==> src/rtl/pipe_shifter_if.sv <==
// pipe_shifter_if: valid/ready operation and result bundle for pipe_shifter
interface pipe_shifter_if #(
  parameter int WIDTH = 32,
  parameter int TAGW  = 4
);
  localparam int SHW = $clog2(WIDTH);
  logic             in_valid;
  logic             in_ready;
  logic [WIDTH-1:0] a;
  logic [SHW-1:0]   shamt;
  logic [2:0]       mode;
  logic [TAGW-1:0]  in_tag;
  logic             out_valid;
  logic             out_ready;
  logic [WIDTH-1:0] out8;
  logic [TAGW-1:0]  out_tag;
  modport master (
    output in_valid, a, shamt, mode, in_tag, out_ready,
    input  in_ready, out_valid, out8, out_tag
  );
  modport slave (
    input  in_valid, a, shamt, mode, in_tag, out_ready,
    output in_ready, out_valid, out8, out_tag
  );
endinterface

==> src/rtl/pipe_shifter.sv <==
// pipe_shifter: log2(WIDTH)-stage pipelined shifter/rotator, largest step first, whole-pipe stall on output backpressure
module pipe_shifter #(
  parameter int WIDTH = 32,
  parameter int TAGW  = 4
) (
  input logic           clk,
  input logic           rst_n,
  pipe_shifter_if.slave bus
);
  localparam int SHW = $clog2(WIDTH);
  logic stall;
  assign stall        = bus.out_valid && !bus.out_ready;
  assign bus.in_ready = !stall;
  for (genvar k = 0; k < SHW; k++) begin : g_st
    localparam int S = 1 << (SHW - 1 - k);
    logic             v, vq;
    logic [WIDTH-1:0] d, r, dq;
    logic [SHW-1:0]   s, sq;
    logic [2:0]       m, mq;
    logic [TAGW-1:0]  t, tq;
    if (k == 0) begin : g_src
      assign v = bus.in_valid;
      assign d = bus.a;
      assign s = bus.shamt;
      assign m = bus.mode;
      assign t = bus.in_tag;
    end else begin : g_src
      assign v = g_st[k-1].vq;
      assign d = g_st[k-1].dq;
      assign s = g_st[k-1].sq;
      assign m = g_st[k-1].mq;
      assign t = g_st[k-1].tq;
    end
    always_comb
      r = !s[SHW-1-k] ? d :
          m == 3'd0   ? {d[WIDTH-1-S:0], {S{1'b0}}} :
          m == 3'd1   ? {{S{1'b0}}, d[WIDTH-1:S]} :
          m == 3'd2   ? {{S{d[WIDTH-1]}}, d[WIDTH-1:S]} :
          m == 3'd3   ? {d[S-1:0], d[WIDTH-1:S]} :
          m == 3'd4   ? {d[WIDTH-1-S:0], d[WIDTH-1:WIDTH-S]} : d;
    always_ff @(posedge clk or negedge rst_n)
      if (!rst_n) begin
        vq <= 1'b0;
        dq <= '0;
        sq <= '0;
        mq <= '0;
        tq <= '0;
      end else if (!stall) begin
        vq <= v;
        dq <= r;
        sq <= s;
        mq <= m;
        tq <= t;
      end
  end
  assign bus.out_valid = g_st[SHW-1].vq;
  assign bus.out8      = g_st[SHW-1].dq;
  assign bus.out_tag   = g_st[SHW-1].tq;
endmodule
==> src/flat_wrapper.sv <==
// flat-port wrapper written by rule: the top's interface ports become plain ports
module pipe_shifter_flat 
#(
  parameter int WIDTH = 32,
  parameter int TAGW  = 4
)
  (clk, rst_n, bus_in_valid, bus_a, bus_shamt, bus_mode, bus_in_tag, bus_out_ready, bus_in_ready, bus_out_valid, bus_out8, bus_out_tag);
  pipe_shifter_if #(.WIDTH(WIDTH), .TAGW(TAGW)) bus_i ();
  input logic clk;
  input logic rst_n;
  input wire logic [$bits(bus_i.in_valid)-1:0] bus_in_valid;
  input wire logic [$bits(bus_i.a)-1:0] bus_a;
  input wire logic [$bits(bus_i.shamt)-1:0] bus_shamt;
  input wire logic [$bits(bus_i.mode)-1:0] bus_mode;
  input wire logic [$bits(bus_i.in_tag)-1:0] bus_in_tag;
  input wire logic [$bits(bus_i.out_ready)-1:0] bus_out_ready;
  output wire logic [$bits(bus_i.in_ready)-1:0] bus_in_ready;
  output wire logic [$bits(bus_i.out_valid)-1:0] bus_out_valid;
  output wire logic [$bits(bus_i.out8)-1:0] bus_out8;
  output wire logic [$bits(bus_i.out_tag)-1:0] bus_out_tag;
  assign bus_i.in_valid = bus_in_valid;
  assign bus_i.a = bus_a;
  assign bus_i.shamt = bus_shamt;
  assign bus_i.mode = bus_mode;
  assign bus_i.in_tag = bus_in_tag;
  assign bus_i.out_ready = bus_out_ready;
  assign bus_in_ready = bus_i.in_ready;
  assign bus_out_valid = bus_i.out_valid;
  assign bus_out8 = bus_i.out8;
  assign bus_out_tag = bus_i.out_tag;
  pipe_shifter #(.WIDTH(WIDTH), .TAGW(TAGW)) u_core (.clk(clk), .rst_n(rst_n), .bus(bus_i));
endmodule
==> config.mk <==
export PLATFORM = sky130hd
export DESIGN_NAME = pipe_shifter_flat
export DESIGN_NICKNAME = d
export VERILOG_FILES = /design/src/rtl/pipe_shifter_if.sv /design/src/rtl/pipe_shifter.sv /design/src/flat_wrapper.sv
export SDC_FILE = /design/constraint.sdc
export NUM_CORES = 1
export LEC_CHECK = 0
export ABC_AREA = 0
export CAP_MARGIN = 20
export CORE_MARGIN = 2
export CORE_UTILIZATION = 55
export DETAILED_ROUTE_END_ITERATION = 10
export PLACE_DENSITY = 0.87
export SLEW_MARGIN = 20
export SYNTH_ARGS = -nofsm -noshare
export SYNTH_HDL_FRONTEND = slang
export SYNTH_SLANG_ARGS = --single-unit
==> constraint.sdc <==
create_clock -name clk -period 2.9 [get_ports clk]
set_input_delay 0.58 -clock clk [delete_from_list [all_inputs] [get_ports clk]]
set_output_delay 0.58 -clock clk [all_outputs]
set_load 0.01 [all_outputs]
## Word-level counts from Yosys, hierarchy flattened

Cells that the tools add are included.

- Output and inout port bits: 38
- Bits of input ports: 48
- Word-level logic and storage cells: 81
- Register bits after elaboration: 207

- Mux-type cells: 30
- Reduce and logical (&&, ||, !) cells: 8
- Equal/unequal tests: 20

Operators with widths:

| kind | count |
|---|---|
| $mux 32 | 30 |
| $eq 3x2->1 const B | 10 |
| $eq 3x1->1 const B | 5 |
| $eq 3x3->1 const B | 5 |
| $logic_not 3->1 | 5 |
| $logic_not 1->1 | 2 |
| $logic_and 1x1->1 | 1 |

## Longest topological paths before layout

Gate-level depths: netlist of the first run.

- Word-level depth: 7
- Depth in mapped cells: 7
- Gate-level depth less buffers: 4

## Least setup slack after synthesis of the first run

OpenSTA, ideal clock, no wires.

- Kind: input-to-output
- From: in bus_out_ready
- To: out bus_in_ready
- Cell stages on the path: 5
- Buffers on the path: 3
- Data arrival time: 1.212 ns
- Required time: 2.320 ns
- Setup slack: 1.108 ns
- Path through: nor2b_1 buf_4 inv_4 buf_2 buf_2

- Longest elaborated chain between the ends: 3

Ends and longest elaborated chain:

| element | line | RTL |
|---|---|---|
| from (decl) | flat_wrapper.sv:16 | `input wire logic [$bits(bus_i.out_ready)-1:0] bus_out_ready;` |
| $logic_not 1->1 | pipe_shifter.sv:12 | `assign stall = bus.out_valid && !bus.out_ready;` |
| $logic_and 1x1->1 | pipe_shifter.sv:12 |  |
| $logic_not 1->1 | pipe_shifter.sv:13 | `assign bus.in_ready = !stall;` |
| to (decl) | flat_wrapper.sv:17 | `output wire logic [$bits(bus_i.in_ready)-1:0] bus_in_ready;` |

Every way passes these cells.

## Worst setup path after layout of the first run

- From: reg u_core.g_st[4].vq (netlist: u_core.bus.out_valid)
- To: out bus_in_ready

- Longest elaborated chain between the ends: 2

Ends and longest elaborated chain:

| element | line | RTL |
|---|---|---|
| from (decl) | pipe_shifter.sv:16 | `logic v, vq;` |
| from (signal assigned) | pipe_shifter.sv:49 | `vq <= v;` |
| $logic_and 1x1->1 | pipe_shifter.sv:12 |  |
| $logic_not 1->1 | pipe_shifter.sv:13 |  |

Every way passes these cells.

==> results of run 1 <==
-- area by class of cell --
| class | instances | share of cell area [%] |
|---|---|---|
| Multi-Input combinational cell | 1015 | 47.0 |
| Sequential cell | 207 | 35.5 |
| Timing Repair Buffer | 130 | 8.59 |
| Clock buffer | 33 | 4.68 |
| Tap cell | 319 | 2.73 |
| Inverter | 38 | 1.01 |
| Clock inverter | 7 | 0.480 |
-- how the worst min path moves through the flow --
stage,end,depth (start not counted),start,slack [ns]
2_1_floorplan,u_core.bus.out8[0],0,rst_n,0.28
4_1_cts,u_core.g_st[2].dq[8],1,rst_n,0.07
3_3_place_gp,u_core.g_st[3].vq,2,u_core.g_st[3].vq,0.44
6_report,u_core.bus.out8[20],1,rst_n,0.06
5_1_grt,u_core.bus.out8[20],1,rst_n,0.09
3_5_place_dp,u_core.bus.out_valid,1,u_core.g_st[3].vq,0.45
-- cell usage after synthesis (all sizes together), types with 37 or more instances --
cell type,count,area [um2]
nand2,214,803
dfrtp,207,5180
o211ai,110,826
buf,88,499
nor2,70,273
clkbuf,64,240
o21ai,61,339
or3,59,369
mux2,46,518
o31ai,43,328
a21oi,42,210
mux2i,39,390
inv,38,145
nor2b,37,231
-- stage by stage --
step                area [um2]  setup slack (ns)
floorplan                12900              1.11
global placement         13900             0.369
detailed placement       13900             0.298
CTS                      14600             0.313
global route             14600             0.245
finish                   14600             0.308
-- worst max-delay path: stages (launching register included) --
cell and delay [ns]:
dfrtp_1 0.59, nor2b_4 0.31, inv_6 0.11, clkdlybuf4s50_1 0.49
-- state kept, by name (all words and copies together), names as in the netlist --
signal,flops
u_core.g_st.dq,128
u_core.g_st.mq,12
u_core.g_st.tq,16
u_core.bus.out_valid,1
u_core.bus.out8,32
u_core.g_st.sq,10
u_core.bus.out_tag,4
u_core.g_st.vq,4
-- metal layers --
layer / vias to the layer above / track usage [%]
met3: 125 / 3.14
li1: 5214 / -
met1: 5399 / 34.9
met2: 591 / 45.0
met4: 0 / 11.8
met5: - / 0
-- power groups by stage --
stage | registers [mW] | clock network [mW] | logic [mW]
CTS | 6.00 | 2.91 | 7.75
global placement | 5.96 | 0 | 7.42
finish | 6.12 | 2.88 | 7.80
floorplan | 5.23 | 0 | 6.21
global route | 6.25 | 3.04 | 8.62
detailed placement | 6.04 | 0 | 7.66
-- kinds of logic after synthesis --
logic type	Yosys count	share of synthesized area [%]
buffers and inverters	190	6.85
and+or+nand+nor	503	19.2
DFF	207	40.1
muxes	85	7.03
AOI/OAI and AO/OA	427	26.8
==> impl_results.md, run 1 <==
- Routed WL per cell: 18.8 um
- Critical path endpoint category: output port
- Port Buf Inserts: 85
- Worst-path clk slew: 0.06 ns
- Final worst-path cycle share: 89.4%
- Worst hold margin: 0.0553 ns
- Sw frac: 42.4%
- Commonest non-fill, non-tap cell in the layout: nand2_1
- Synthesized cell area: 12,900 um2
- CTS Buf Count: 23
- Placed cell count: 1,709
- Peak VDD IR: 0.000616 V
- Hold_buf cts: 0
- Post-CTS setup buffers: 0
- Initial DRT Pass Iterations: 5
- Worst R2R Path Depth: 5
- Initial core utilization: 55.6%
- Mapped Cells: 1,412
- Worst Hold Class: input port to asynchronous set/reset pin
- Max Freq: 386 MHz
- Remaining DRCs: 0
- Ant diodes: 0
- Most frequent cells in the layout: nand2_1, dfrtp_1, o211ai_1, clkdlybuf4s50_1, nor2_1
- P_sw: 7.12 mW
- CP startpoint: u_core.bus.out_valid
- Critical path type: flip-flop to output port
- Area of the multi-input gates: 6870 um2
- Most common flop cell mapped by yosys: dfrtp_1
- Chip width: 157 um
- PwrDens: 1150 nW/um2
- Ys Warns: 0
- Worst setup SP type: flip-flop
- Slew @ Worst Pin: 1.12 ns
- H-tree levels: 1
- Largest net degree at the start of global routing: 156
- Post-synth EDFFs: 0
- Lkg Pwr: 5.92 nW
- Seq cells post-synth: 207
- Via count: 11,300
- Clk_skew: 0.0171 ns
- Worst r2r src: u_core.bus.out_valid
- Setup TNS Final: 0 ns
- Highest routed layer: met4
- Die footprint: 24,700 um2
- Number of max-cap violations: 0
- DR vias/cell: 6.48
- CTS tree: yes
- Worst path required time: 2.32 ns
- Cell Count, Final, Fillers Out: 1,749
- Worst R2R End: u_core.g_st[2].dq[6]
- IO Pins: 86
- Fraction of layout cells with a size suffix above 1: 14.5%
- Met1 Wirelength: 13.6 mm
- Initial antenna violation count: 0
- Final wirelength: 32.8 mm
- WP data arrival: 2.01 ns
- Async SR Flop Fraction: 100%
- Met3 WL: 2.21 mm
- Final Net Count: 1,463
- Worst-Skew Late Latency: 0.52 ns
- Final max-slew violation count: 0
- Pwr Total: 16.8 mW
- Global route overflow: 0
- Row cnt: 56
- Comb pwr share: 46.5%
- Metal2 WL: 15.6 mm
- # resized after CTS: 0
- Slew margin rel.: 25.5%
- Syn Area/Cell: 9.15 um2
- Die height: 157 um
- Count of cell types in the netlist: 66
- FILL cells: 1,879
- Tot GR Track Use: 26.8%
- GP Congestion: 0.937
- Final-report setup violation count: 0
- Remaining antenna violation count: 0
- Post-Syn Nets: 1,460
- Design internal power: 9.68 mW
- Sequential fraction of the synthesis area: 40.1%
- Status: finished clean
- CP Capture Point: bus_in_ready
- Iter 0 DRT Violations: 1,091
- CP max FO: 18
- FF+latch area: 5180 um2
- RSZ-0062 raised after global routing: false
- Synth-to-Final Area Change: 13.0%
- Num Clock Sinks: 207
- Layout Utilization: 62.8%
- Final hold viol count: 0
- Global-route wire length before repair: 54.6 mm
- Vias in the first global route: 10,900
- CTS Buffer Depth: 3
- Sequential power share: 36.4%
- Clk pwr share: 17.1%
- Core footprint: 23,300 um2
- Dpl hpwl: 21.9 mm
- Clock root cell: clkbuf_16
- FF-to-FF setup slack: 0.64 ns
- Crit path time final: 2.59 ns
Note: power is estimated with default switching activity, not from simulation.
==> run 2: changes to the inputs <==
- CORE_UTILIZATION: 55 -> 37
- CTS_CLUSTER_DIAMETER: default -> 80
- PLACE_DENSITY: 0.87 -> 0.66
==> impl_results.md, run 2 (synthesis results as in run 1) <==
- Status: finished clean (unchanged)
- Die height: 191 um (was 157 um)
- Post-CTS setup buffers: 0 (unchanged)
- Iter 0 DRT Violations: 801 (was 1,091)
- Placed cell count: 1,855 (was 1,709)
- Tot GR Track Use: 18.9% (was 26.8%)
- CTS Buffer Depth: 3 (unchanged)
- Clk_skew: 0.00983 ns (was 0.0171 ns)
- WP data arrival: 2.06 ns (was 2.01 ns)
- Slew margin rel.: 37.0% (was 25.5%)
- Routed WL per cell: 18.4 um (was 18.8 um)
- Ant diodes: 0 (unchanged)
- Dpl hpwl: 24.0 mm (was 21.9 mm)
- Die footprint: 36,400 um2 (was 24,700 um2)
- Final-report setup violation count: 0 (unchanged)
- Max reg flops: 128 (unchanged)
- Remaining antenna violation count: 0 (unchanged)
- H-tree levels: 1 (unchanged)
- Worst Hold Class: input port to asynchronous set/reset pin (unchanged)
- Worst-Skew Late Latency: 0.52 ns (about the same)
- Worst path required time: 2.32 ns (about the same)
- Setup TNS Final: 0 ns (unchanged)
- Hold_buf cts: 0 (unchanged)
- Initial antenna violation count: 0 (unchanged)
- CP max FO: 27 (was 18)
- FF-to-FF setup slack: 0.74 ns (was 0.64 ns)
- Global-route wire length before repair: 57.2 mm (was 54.6 mm)
- Synth-to-Final Area Change: 14.8% (was 13.0%)
- Max Freq: 378 MHz (was 386 MHz)
- Largest register by flop count: u_core.g_st.dq (unchanged)
- Port Buf Inserts: 85 (unchanged)
- Initial DRT Pass Iterations: 5 (unchanged)
- # resized after CTS: 0 (unchanged)
- Final hold viol count: 0 (unchanged)
- Critical path endpoint category: output port (unchanged)
- Core footprint: 34,500 um2 (was 23,300 um2)
- Remaining DRCs: 0 (unchanged)
- Lkg Pwr: 5.96 nW (was 5.92 nW)
- Worst r2r src: u_core.bus.out_valid (unchanged)
- Largest net degree at the start of global routing: 101 (was 156)
- Pwr Total: 16.8 mW (about the same)
- Cell Count, Final, Fillers Out: 1,897 (was 1,749)
- Final instance area: 14,800 um2 (was 14,600 um2)
- GP Congestion: 0.874 (was 0.937)
- Via count: 11,100 (was 11,300)
- RSZ-0062 raised after global routing: false (unchanged)
- Peak VDD IR: 0.000656 V (was 0.000616 V)
- Commonest non-fill, non-tap cell in the layout: nand2_1 (unchanged)
- Final worst-path cycle share: 91.2% (was 89.4%)
- Placed cell area: 14,100 um2 (was 13,900 um2)
- Chip width: 191 um (was 157 um)
- Most frequent cells in the layout: nand2_1, dfrtp_1, o211ai_1, clkdlybuf4s50_1, nor2_1 (unchanged)
- Num Clock Sinks: 207 (unchanged)
- FILL cells: 3,411 (was 1,879)
- Worst-path clk slew: 0.05 ns (was 0.06 ns)
- Vias in the first global route: 10,800 (was 10,900)
- CTS Buf Count: 25 (was 23)
- Critical path type: flip-flop to output port (unchanged)
- IO Pins: 86 (unchanged)
- Worst setup SP type: flip-flop (unchanged)
- Final max-slew violation count: 0 (unchanged)
- Layout Utilization: 43.1% (was 62.8%)
- PwrDens: 1130 nW/um2 (was 1150 nW/um2)
- Worst R2R Path Depth: 5 (unchanged)
- Slew @ Worst Pin: 0.945 ns (was 1.12 ns)
- Clock root cell: clkbuf_16 (unchanged)
- Final Net Count: 1,475 (was 1,463)
- Initial core utilization: 37.5% (was 55.6%)
- Row cnt: 68 (was 56)
- Fraction of layout cells with a size suffix above 1: 14.8% (was 14.5%)
- DR vias/cell: 5.83 (was 6.48)
- Number of max-cap violations: 0 (unchanged)
- Final wirelength: 34.8 mm (was 32.8 mm)
- Crit path time final: 2.64 ns (was 2.59 ns)
- CTS tree: yes (unchanged)
- Worst R2R End: u_core.g_st[2].dq[30] (was u_core.g_st[2].dq[6])
- Global route overflow: 0 (unchanged)
## run 2: changes by cell type in the layout (fill, tap and decap cells not counted)
| cell | delta |
|---|---|
| clkinv_2 | -1 |
| clkbuf_1 | +6 |
| bufinv_16 | -1 |
| clkbuf_16 | +2 |
| inv_6 | -1 |
| buf_4 | +10 |
| clkbuf_8 | -3 |
## run 2: worst max-delay path by stage
stage	startpoint	to	slack (ns)	cells past startpoint
after floorplan	bus_out_ready	bus_in_ready	1.11	5
after global placement	bus_out_ready	bus_in_ready	0.41	4
after detailed placement	bus_out_ready	bus_in_ready	0.37	4
after CTS	u_core.bus.out_valid	bus_in_ready	0.25	3
after global routing	u_core.bus.out_valid	bus_in_ready	0.19	3
final	u_core.bus.out_valid	bus_in_ready	0.26	3
## run 2: critical path: stages, from the launching register on
cell,delay (ns)
dfrtp_1,0.55
nor2b_4,0.23
inv_6,0.18
clkdlybuf4s50_1,0.57
## run 2: layer usage
layer	track usage (%)	vias up	part of all wire (%)
met4	5.81	0	3.2
li1	-	5246	-
met2	30.5	379	46
met5	0	-	0
met1	26.6	5354	46
met3	2.13	83	5.2
## run 2: cell type report
cell class | count | area (um2) | share of cell area [%]
Timing Repair Buffer | 140 | 1330 | 8.96
Multi-Input combinational cell | 1015 | 6870 | 46.3
Sequential cell | 207 | 5180 | 34.9
Clock inverter | 4 | 26.3 | 0.177
Clock buffer | 38 | 714 | 4.82
Tap cell | 455 | 569 | 3.84
Inverter | 38 | 148 | 0.995
## run 2: report_power, final
part | total (mW) | internal [mW] | switching, mW
Sequential | 6.13 | 4.24 | 1.89
Combinational | 7.80 | 3.74 | 4.06
Clock | 2.87 | 1.68 | 1.19
Total | 16.8 | 9.66 | 7.14
## run 2: metrics by stage
stage,hold slack [ns],worst slack (ns)
final,0.0975,0.257
after floorplan,0.284,1.11
after detailed placement,0.445,0.368
after CTS,0.126,0.252
after global placement,0.447,0.413
after global routing,0.155,0.191
==> run 3: changes to the inputs <==
- REMOVE_ABC_BUFFERS: default -> 1
==> impl_results.md, run 3 (synthesis results as in run 1) <==
- Status: finished clean (unchanged)
- Lkg Pwr: 5.97 nW (was 5.96 nW)
- Via count: 10,900 (was 11,100)
- Worst Slack Setup Final: 0.257 ns (about the same)
- Pwr Total: 17.1 mW (was 16.8 mW)
- Initial DRT Pass Iterations: 5 (unchanged)
- Final max-slew violation count: 0 (unchanged)
- Port Buf Inserts: 85 (unchanged)
- Placed cell area: 14,000 um2 (was 14,100 um2)
- Clock root cell: clkbuf_16 (unchanged)
- Fraction of layout cells with a size suffix above 1: 14.7% (was 14.8%)
- Worst Hold Class: input port to asynchronous set/reset pin (unchanged)
- Post-CTS setup buffers: 0 (unchanged)
- Worst setup SP type: flip-flop (unchanged)
- Design internal power: 9.94 mW (was 9.66 mW)
- Final wirelength: 33.9 mm (was 34.8 mm)
- # resized after CTS: 0 (unchanged)
- Clk_skew: 0.00595 ns (was 0.00983 ns)
- Chip width: 191 um (unchanged)
- Worst-Skew Late Latency: 0.52 ns (about the same)
- Ant diodes: 0 (unchanged)
- Final Net Count: 1,468 (was 1,475)
- Die height: 191 um (unchanged)
- Most frequent cells in the layout: nand2_1, dfrtp_1, o211ai_1, clkdlybuf4s50_1, nor2_1 (unchanged)
- Final-report setup violation count: 0 (unchanged)
- GP Congestion: 0.819 (was 0.874)
- IO Pins: 86 (unchanged)
- Global route overflow: 0 (unchanged)
- Critical path endpoint category: output port (unchanged)
- CTS tree: yes (unchanged)
- Max reg flops: 128 (unchanged)
- CTS Buf Count: 25 (unchanged)
- Setup TNS Final: 0 ns (unchanged)
- Die footprint: 36,400 um2 (unchanged)
- Slew @ Worst Pin: 1.08 ns (was 0.945 ns)
- Largest net degree at the start of global routing: 145 (was 101)
- Final hold viol count: 0 (unchanged)
- Hold_buf cts: 0 (unchanged)
- Remaining DRCs: 0 (unchanged)
- Worst-path clk slew: 0.05 ns (about the same)
- Tot GR Track Use: 18.9% (about the same)
- Cell Count, Final, Fillers Out: 1,890 (was 1,897)
- Comb pwr share: 45.8% (was 46.4%)
- Global-route wire length before repair: 57.4 mm (was 57.2 mm)
- Initial antenna violation count: 0 (unchanged)
- RSZ-0062 raised after global routing: false (unchanged)
- Sw frac: 41.8% (was 42.5%)
- Final instance area: 14,900 um2 (was 14,800 um2)
- Final worst-path cycle share: 91.2% (about the same)
- Place WS: 0.353 ns (was 0.368 ns)
- CTS Buffer Depth: 3 (unchanged)
- PwrDens: 1150 nW/um2 (was 1130 nW/um2)
- Worst hold margin: 0.0585 ns (was 0.0975 ns)
- Max Freq: 378 MHz (about the same)
- Largest register by flop count: u_core.g_st.dq (unchanged)
- WP data arrival: 2.06 ns (about the same)
- Placed cell count: 1,848 (was 1,855)
- Peak VDD IR: 0.000704 V (was 0.000656 V)
- Iter 0 DRT Violations: 764 (was 801)
- DR vias/cell: 5.75 (was 5.83)
- Initial core utilization: 37.5% (unchanged)
- Number of max-cap violations: 0 (unchanged)
- Row cnt: 68 (unchanged)
- CP max FO: 14 (was 27)
- Remaining antenna violation count: 0 (unchanged)
- Critical path type: flip-flop to output port (unchanged)
- Sequential power share: 35.9% (was 36.5%)
- Clk pwr share: 18.3% (was 17.1%)
- H-tree levels: 1 (unchanged)
- Vias in the first global route: 10,600 (was 10,800)
- Worst R2R Path Depth: 5 (unchanged)
- Core footprint: 34,500 um2 (unchanged)
- Commonest non-fill, non-tap cell in the layout: nand2_1 (unchanged)
- Worst path required time: 2.32 ns (about the same)
- Layout Utilization: 43.2% (was 43.1%)
- P_sw: 7.13 mW (was 7.14 mW)
- Num Clock Sinks: 207 (unchanged)
- Routed WL per cell: 17.9 um (was 18.4 um)
- Slew margin rel.: 28.3% (was 37.0%)
- Synth-to-Final Area Change: 15.1% (was 14.8%)
- Dpl hpwl: 22.8 mm (was 24.0 mm)
- Crit path time final: 2.64 ns (about the same)
==> run 3: worst paths after layout <==
path                                            from                     to  slack, ns
worst min register to register     u_core.g_st[3].vq      u_core.g_st[3].vq       0.46
worst min-delay path                           rst_n    u_core.bus.out8[16]       0.06
worst max-delay path            u_core.bus.out_valid           bus_in_ready       0.26
min in group clk                   u_core.g_st[3].vq      u_core.g_st[3].vq       0.46
max in group asynchronous                      rst_n   u_core.g_st[1].sq[1]       2.05
worst max register to register  u_core.bus.out_valid  u_core.g_st[1].dq[26]       0.72
==> run 3: metal layers <==
metal	global-route usage, %	wire [um]	vias up
li1	-	-	5221
met3	2.48	1860	58
met5	0	0	-
met4	5.28	778	0
met2	29.7	15300	338
met1	27.2	16000	5256
==> run 3: power groups by stage <==
stage	Clock, mW	Combinational (mW)	Sequential [mW]
finish	3.12	7.82	6.12
global placement	0	7.67	6.03
floorplan	0	5.32	5.74
detailed placement	0	7.78	6.11
global route	3.34	8.73	6.30
CTS	3.20	7.82	6.06
==> run 3: cell type report <==
class                   count  area, um2
multi-input cells        1015       6870
flip-flops and latches    207       5180
clock buffers              38        754
fillers                  3349      19600
inverters                  38        150
well taps                 455        569
repair buffers            133       1280
clock inverters             4       70.1
==> run 3: critical path, stage by stage (launching register included) <==
cell and delay (ns):
dfrtp_1 0.63, nor2b_4 0.34, inv_8 0.09, clkdlybuf4s50_1 0.49
